**src/rtl/mem_1r1w_ctrl.sv**
```systemverilog
// Sequencer and arbiter for a single 1R1W memory macro: clears every entry after reset,
// then serves one writer and two round-robin readers with a fixed 1-cycle read latency.
module mem_1r1w_ctrl #(
    parameter int unsigned      DEPTH      = 48,
    parameter int unsigned      WIDTH      = 64,
    parameter int unsigned      ADDR_W     = 6,
    parameter logic [WIDTH-1:0] INIT_VALUE = '0
) (
    input  logic              clock,
    input  logic              reset,
    output logic              init_done,

    input  logic              wr_valid,
    output logic              wr_ready,
    input  logic [ADDR_W-1:0] wr_addr,
    input  logic [WIDTH-1:0]  wr_data,

    input  logic              rd0_valid,
    output logic              rd0_ready,
    input  logic [ADDR_W-1:0] rd0_addr,
    input  logic              rd1_valid,
    output logic              rd1_ready,
    input  logic [ADDR_W-1:0] rd1_addr,

    output logic              rsp_valid,
    output logic              rsp_id,
    output logic [WIDTH-1:0]  rsp_data,
    output logic              rsp_err,

    output logic [ADDR_W-1:0] R0_addr,
    output logic              R0_en,
    input  logic [WIDTH-1:0]  R0_data,
    output logic [ADDR_W-1:0] W0_addr,
    output logic              W0_en,
    output logic [WIDTH-1:0]  W0_data
);

    localparam logic [0:0] ST_INIT = 1'b0;
    localparam logic [0:0] ST_RUN  = 1'b1;

    // Range checks are done one bit wider so addresses up to 2**ADDR_W-1 compare correctly
    localparam logic [ADDR_W:0]   DEPTH_X   = (ADDR_W + 1)'(DEPTH);
    localparam logic [ADDR_W-1:0] LAST_ADDR = ADDR_W'(DEPTH - 1);

    logic [0:0]        state_q, state_d;
    logic [ADDR_W-1:0] cnt_q, cnt_d;
    logic              prio_q, prio_d;
    logic              rsp_pend_q, rsp_pend_d;
    logic              rsp_id_q, rsp_id_d;
    logic              rsp_err_q, rsp_err_d;
    logic              byp_q, byp_d;
    logic [WIDTH-1:0]  byp_data_q, byp_data_d;

    logic              running;
    logic              initing;
    logic              wr_fire;
    logic              wr_in_range;
    logic              gnt0;
    logic              gnt1;
    logic              gnt_any;
    logic [ADDR_W-1:0] gnt_addr;
    logic              gnt_in_range;
    logic              rsp_live;

    always_comb begin
        running      = (state_q == ST_RUN) && !reset;
        initing      = (state_q == ST_INIT) && !reset;
        wr_fire      = running && wr_valid;
        wr_in_range  = ({1'b0, wr_addr} < DEPTH_X);
        gnt0         = running && rd0_valid && (!rd1_valid || (prio_q == 1'b0));
        gnt1         = running && rd1_valid && (!rd0_valid || (prio_q == 1'b1));
        gnt_any      = gnt0 || gnt1;
        gnt_addr     = gnt1 ? rd1_addr : rd0_addr;
        gnt_in_range = ({1'b0, gnt_addr} < DEPTH_X);
        rsp_live     = rsp_pend_q && !reset;
    end

    always_comb begin
        init_done = running;
        wr_ready  = running;
        rd0_ready = gnt0;
        rd1_ready = gnt1;

        W0_en     = initing || (wr_fire && wr_in_range);
        W0_addr   = initing ? cnt_q : wr_addr;
        W0_data   = initing ? INIT_VALUE : wr_data;

        R0_en     = gnt_any && gnt_in_range;
        R0_addr   = gnt_addr;

        rsp_valid = rsp_live;
        rsp_id    = rsp_live ? rsp_id_q : 1'b0;
        rsp_err   = rsp_live ? rsp_err_q : 1'b0;
        rsp_data  = '0;
        if (rsp_live && !rsp_err_q) begin
            rsp_data = byp_q ? byp_data_q : R0_data;
        end
    end

    // The macro's same-cycle same-address behaviour is undefined, so a colliding
    // write is captured here and substituted for the read data one cycle later.
    always_comb begin
        state_d    = state_q;
        cnt_d      = cnt_q;
        prio_d     = prio_q;
        rsp_pend_d = gnt_any;
        rsp_id_d   = gnt1;
        rsp_err_d  = gnt_any && !gnt_in_range;
        byp_d      = gnt_any && gnt_in_range && wr_fire && wr_in_range && (wr_addr == gnt_addr);
        byp_data_d = wr_data;

        if (state_q == ST_INIT) begin
            cnt_d = cnt_q + 1'b1;
            if (cnt_q == LAST_ADDR) begin
                state_d = ST_RUN;
            end
        end

        if (gnt0 && rd1_valid) begin
            prio_d = 1'b1;
        end else if (gnt1 && rd0_valid) begin
            prio_d = 1'b0;
        end
    end

    always_ff @(posedge clock) begin
        if (reset) begin
            state_q    <= ST_INIT;
            cnt_q      <= '0;
            prio_q     <= 1'b0;
            rsp_pend_q <= 1'b0;
            rsp_id_q   <= 1'b0;
            rsp_err_q  <= 1'b0;
            byp_q      <= 1'b0;
            byp_data_q <= '0;
        end else begin
            state_q    <= state_d;
            cnt_q      <= cnt_d;
            prio_q     <= prio_d;
            rsp_pend_q <= rsp_pend_d;
            rsp_id_q   <= rsp_id_d;
            rsp_err_q  <= rsp_err_d;
            byp_q      <= byp_d;
            byp_data_q <= byp_data_d;
        end
    end

endmodule

```
**config.mk**
```make
export PLATFORM = sky130hd
export DESIGN_NAME = mem_1r1w_ctrl
export DESIGN_NICKNAME = d
export VERILOG_FILES = /design/src/rtl/mem_1r1w_ctrl.sv
export SDC_FILE = /design/constraint.sdc
export NUM_CORES = 1
export LEC_CHECK = 0
export ABC_AREA = 0
export CORE_AREA = 2 2 117 119
export CTS_CLUSTER_DIAMETER = 60
export DETAILED_ROUTE_END_ITERATION = 8
export DIE_AREA = 0 0 119 121
export PLACE_DENSITY = 0.8
export SYNTH_ARGS = -nofsm -noshare
export SYNTH_HDL_FRONTEND = slang
export SYNTH_SLANG_ARGS = --single-unit
```
**constraint.sdc**
```tcl
create_clock -name clock -period 2.1 [get_ports clock]
set_input_delay 0.21 -clock clock [delete_from_list [all_inputs] [get_ports clock]]
set_output_delay 0.21 -clock clock [all_outputs]
set_load 0.02 [all_outputs]
```
==> impl_results.md <==
* Run status: finished clean
* Worst Clk Skew at 2.52 ps
* Share of synthesized registers carrying an async set or reset at 0
* Buffer type at the clock tree root: sky130_fd_sc_hd__clkbuf_16
* Maximum vdd drop at 292 uV
* Crit Path Max Fanout at 3
* Yosys reg bits at 76
* Setup crit end kind: output port
* Transition time at the pin with the least slew margin at 446 ps
* Total number of yosys warnings at 0
* Sequential element share of the synthesized area at 0.389
* Number of max-slew violations in the final report at 0
* Avg Vias per Cell at 4.44
* Cell with the largest stage delay on the worst path: sky130_fd_sc_hd__clkdlybuf4s50_1
* Top-level I/O count at 300
* Clock transition at the register clock pins on the worst setup and hold paths after CTS at 50 ps
* Worst-Skew Late Latency at 330 ps
* Via count at 4142
* Final nets at 904
* Max Clk Rate at 0.488 GHz
* Maximum buffer depth of the clock tree at 2
* Area of the die at 14400 sq um
* Port Buffer Count at 299
* Final cell utilization of the core at 0.566
* Post-synth EDFFs at 0
* Largest net degree at the start of global routing at 39
* Initial core utilization at 0.299
* Critical path launch point type: primary input
* Mean post-synth cell area at 8.75 sq um
* Final Cycle Share at 0.976
* First-iteration detailed-routing DRC count at 159
* Row cnt at 42
* Leading cell types in the layout, fill and taps excluded: sky130_fd_sc_hd__clkdlybuf4s50_1 (154), sky130_fd_sc_hd__dlygate4sd2_1 (133), sky130_fd_sc_hd__nor2b_1 (132), sky130_fd_sc_hd__dfxtp_1 (74), sky130_fd_sc_hd__nor2_1 (72)
* Critical path, cell by cell: clkdlybuf4s50_1 > nand2_1 > or3_4 > buf_4 > a311oi_4 > buf_6
* Data required time at the worst endpoint at 1890 ps
* TritonCTS Sinks at 76
* First-pass DRT Iterations at 4
* Global-route wire length before repair at 21.7 mm
* Number of different library cells in the post-synthesis netlist at 38
* Synthesis-to-layout area growth at 89.3%
* Final hold violation count at 0
* Most used DFF post-synth: sky130_fd_sc_hd__dfxtp_1
* Initial antenna violation count at 0
* Number of levels in the clock H-tree at 3
* Min cycle time layout at 2050 ps
* Commonest non-fill, non-tap cell in the layout: sky130_fd_sc_hd__clkdlybuf4s50_1
* Type of the tightest min-delay check: in -> reg
* CTS tree: yes
* Chip width at 119 um
* Crit path DAT at 1840 ps
* Fraction of layout cells with a size suffix above 1 at 0.0925
* Detailed-route DRC error count at 0
* Overflow after GRT at 0
* Setup total negative slack at 0 ps
* Aggregate routed wire length at 14.1 mm
* Max capacitance violation total at 0
* Final non-filler cell area at 7410 sq um
* Gpl congestion at 0.886
* Total of fill cells in the finished design at 1165
* Wire length per cell at 15.1 um
* Worst hold-check slack at 216 ps
* Leakage power of the design at 3.34 nW
* Crit Path Class: in -> out
* Number of hold-repair buffers added at the cts stage at 0
* Vias in the first global route at 4221
* Syn_nets at 599
* DIE HEIGHT at 121 um
* Total routing resource utilization after global routing at 0.191
* Overall power at 3.87 mW
* RSZ-0062 raised after global routing: no
* Area of the core region at 13100 sq um
* Antenna Cells at 0
* Area after DPL at 7240 sq um
* Post-Syn Area at 3910 sq um
* Post-detailed-placement half-perimeter wirelength at 11.0 mm
* Cts bufs inserted at 9
* Post-synthesis instance total at 447
* Count of antenna-violating nets left after detailed routing at 0
* Finish-stage setup viols at 0
* Slew margin rel. at 0.700
* Slowest cell delay on critical path at 510 ps
* PwrDens at 523 nW/um^2
sequential cells by signal (all words and copies together) (netlist names):
name / cells
byp_data_q: 64
byp_q: 1
cnt_q: 6
prio_q: 1
rsp_err_q: 1
rsp_id_q: 1
rsp_pend_q: 1
state_q: 1
worst max-delay path: cells and delay by family:
family                 cells  cell delay [ps]
buffers and inverters      3              840
and+or+nand+nor            2              460
AOI/OAI and AO/OA          1              330
synthesized netlist by cell type, types with 2 or more instances:
library cell                 n  area, sq um
sky130_fd_sc_hd__nand2_1     9         33.8
sky130_fd_sc_hd__nand4_1     2         12.5
sky130_fd_sc_hd__inv_1       5         18.8
sky130_fd_sc_hd__buf_1       8         30.0
sky130_fd_sc_hd__a21oi_1     4         20.0
sky130_fd_sc_hd__xor2_1      4         35.0
sky130_fd_sc_hd__mux2i_1    65          651
sky130_fd_sc_hd__or3_1       2         12.5
sky130_fd_sc_hd__o21ai_0     6         30.0
sky130_fd_sc_hd__mux2_1      2         22.5
sky130_fd_sc_hd__nor2_1     73          274
sky130_fd_sc_hd__and3_2      2         15.0
sky130_fd_sc_hd__clkbuf_1   21         78.8
sky130_fd_sc_hd__dfxtp_1    76         1520
sky130_fd_sc_hd__nor2b_1   132          826
sky130_fd_sc_hd__nand3_1     3         15.0
sky130_fd_sc_hd__mux2_2      6         67.6
sky130_fd_sc_hd__and2_1      2         12.5
sky130_fd_sc_hd__xnor2_1     6         52.6
power by group:
group	leakage, nW	switching, mW	total [mW]	internal, mW
clock	0.153	0.581	1.56	0.981
combinational	2.56	0.323	0.777	0.454
sequential	0.632	0.0225	1.53	1.51
kinds of logic (layout without fill, tap and decap cells):
group	after synthesis	after routing	share of synthesized area
AND/OR/NAND/NOR	232	232	0.321
adder cells (fa/ha/maj)	1	1	0.00320
multiplexers	74	74	0.193
flip-flops	76	76	0.389
XOR/XNOR	10	10	0.0224
AO/OA/AOI/OAI	16	16	0.0301
buffers and inverters	38	348	0.0409
routing by layer:
layer	track usage	share of wire	up-vias
met5	0	0	-
li1	-	-	2053
met1	0.210	0.39	1894
met3	0.0578	0.077	19
met2	0.347	0.52	176
met4	0.0677	0.017	0
per-stage QoR:
step / setup slack (ps) / instances
floorplan: 198 / 447
global placement: -479 / 914
detailed placement: -499 / 914
CTS: 6.35 / 933
global route: 9.16 / 933
finish: 51.3 / 933
final cells by class:
| class | count | area [sq um] | share of cell area |
|---|---|---|---|
| multi-input cells | 333 | 2250 | 0.304 |
| clock inverters | 4 | 46.3 | 0.00625 |
| flip-flops and latches | 76 | 1530 | 0.206 |
| repair buffers | 326 | 3080 | 0.416 |
| clock buffers | 12 | 256 | 0.0346 |
| inverters | 6 | 27.5 | 0.00372 |
| well taps | 176 | 220 | 0.0297 |
timing repair:
action                     4_1_cts  5_1_grt
pin swaps                        3        2
resized for setup              165        5
setup endpoints to repair      144        6
setup buffers                    3        0
final timing paths:
path         slack [ps]  cells after the start                     to                   from
min reg2reg         540                      2  cnt_q[4]$_SDFFE_PP0N_  cnt_q[4]$_SDFFE_PP0N_
max                  50                      6                  R0_en              rd1_valid
max reg2reg         170                      7       byp_q$_SDFF_PP0_     state_q$_SDFF_PP0_
min                 220                      3    prio_q$_SDFFE_PP0P_                  reset
Note: power is estimated with default switching activity, not from simulation.
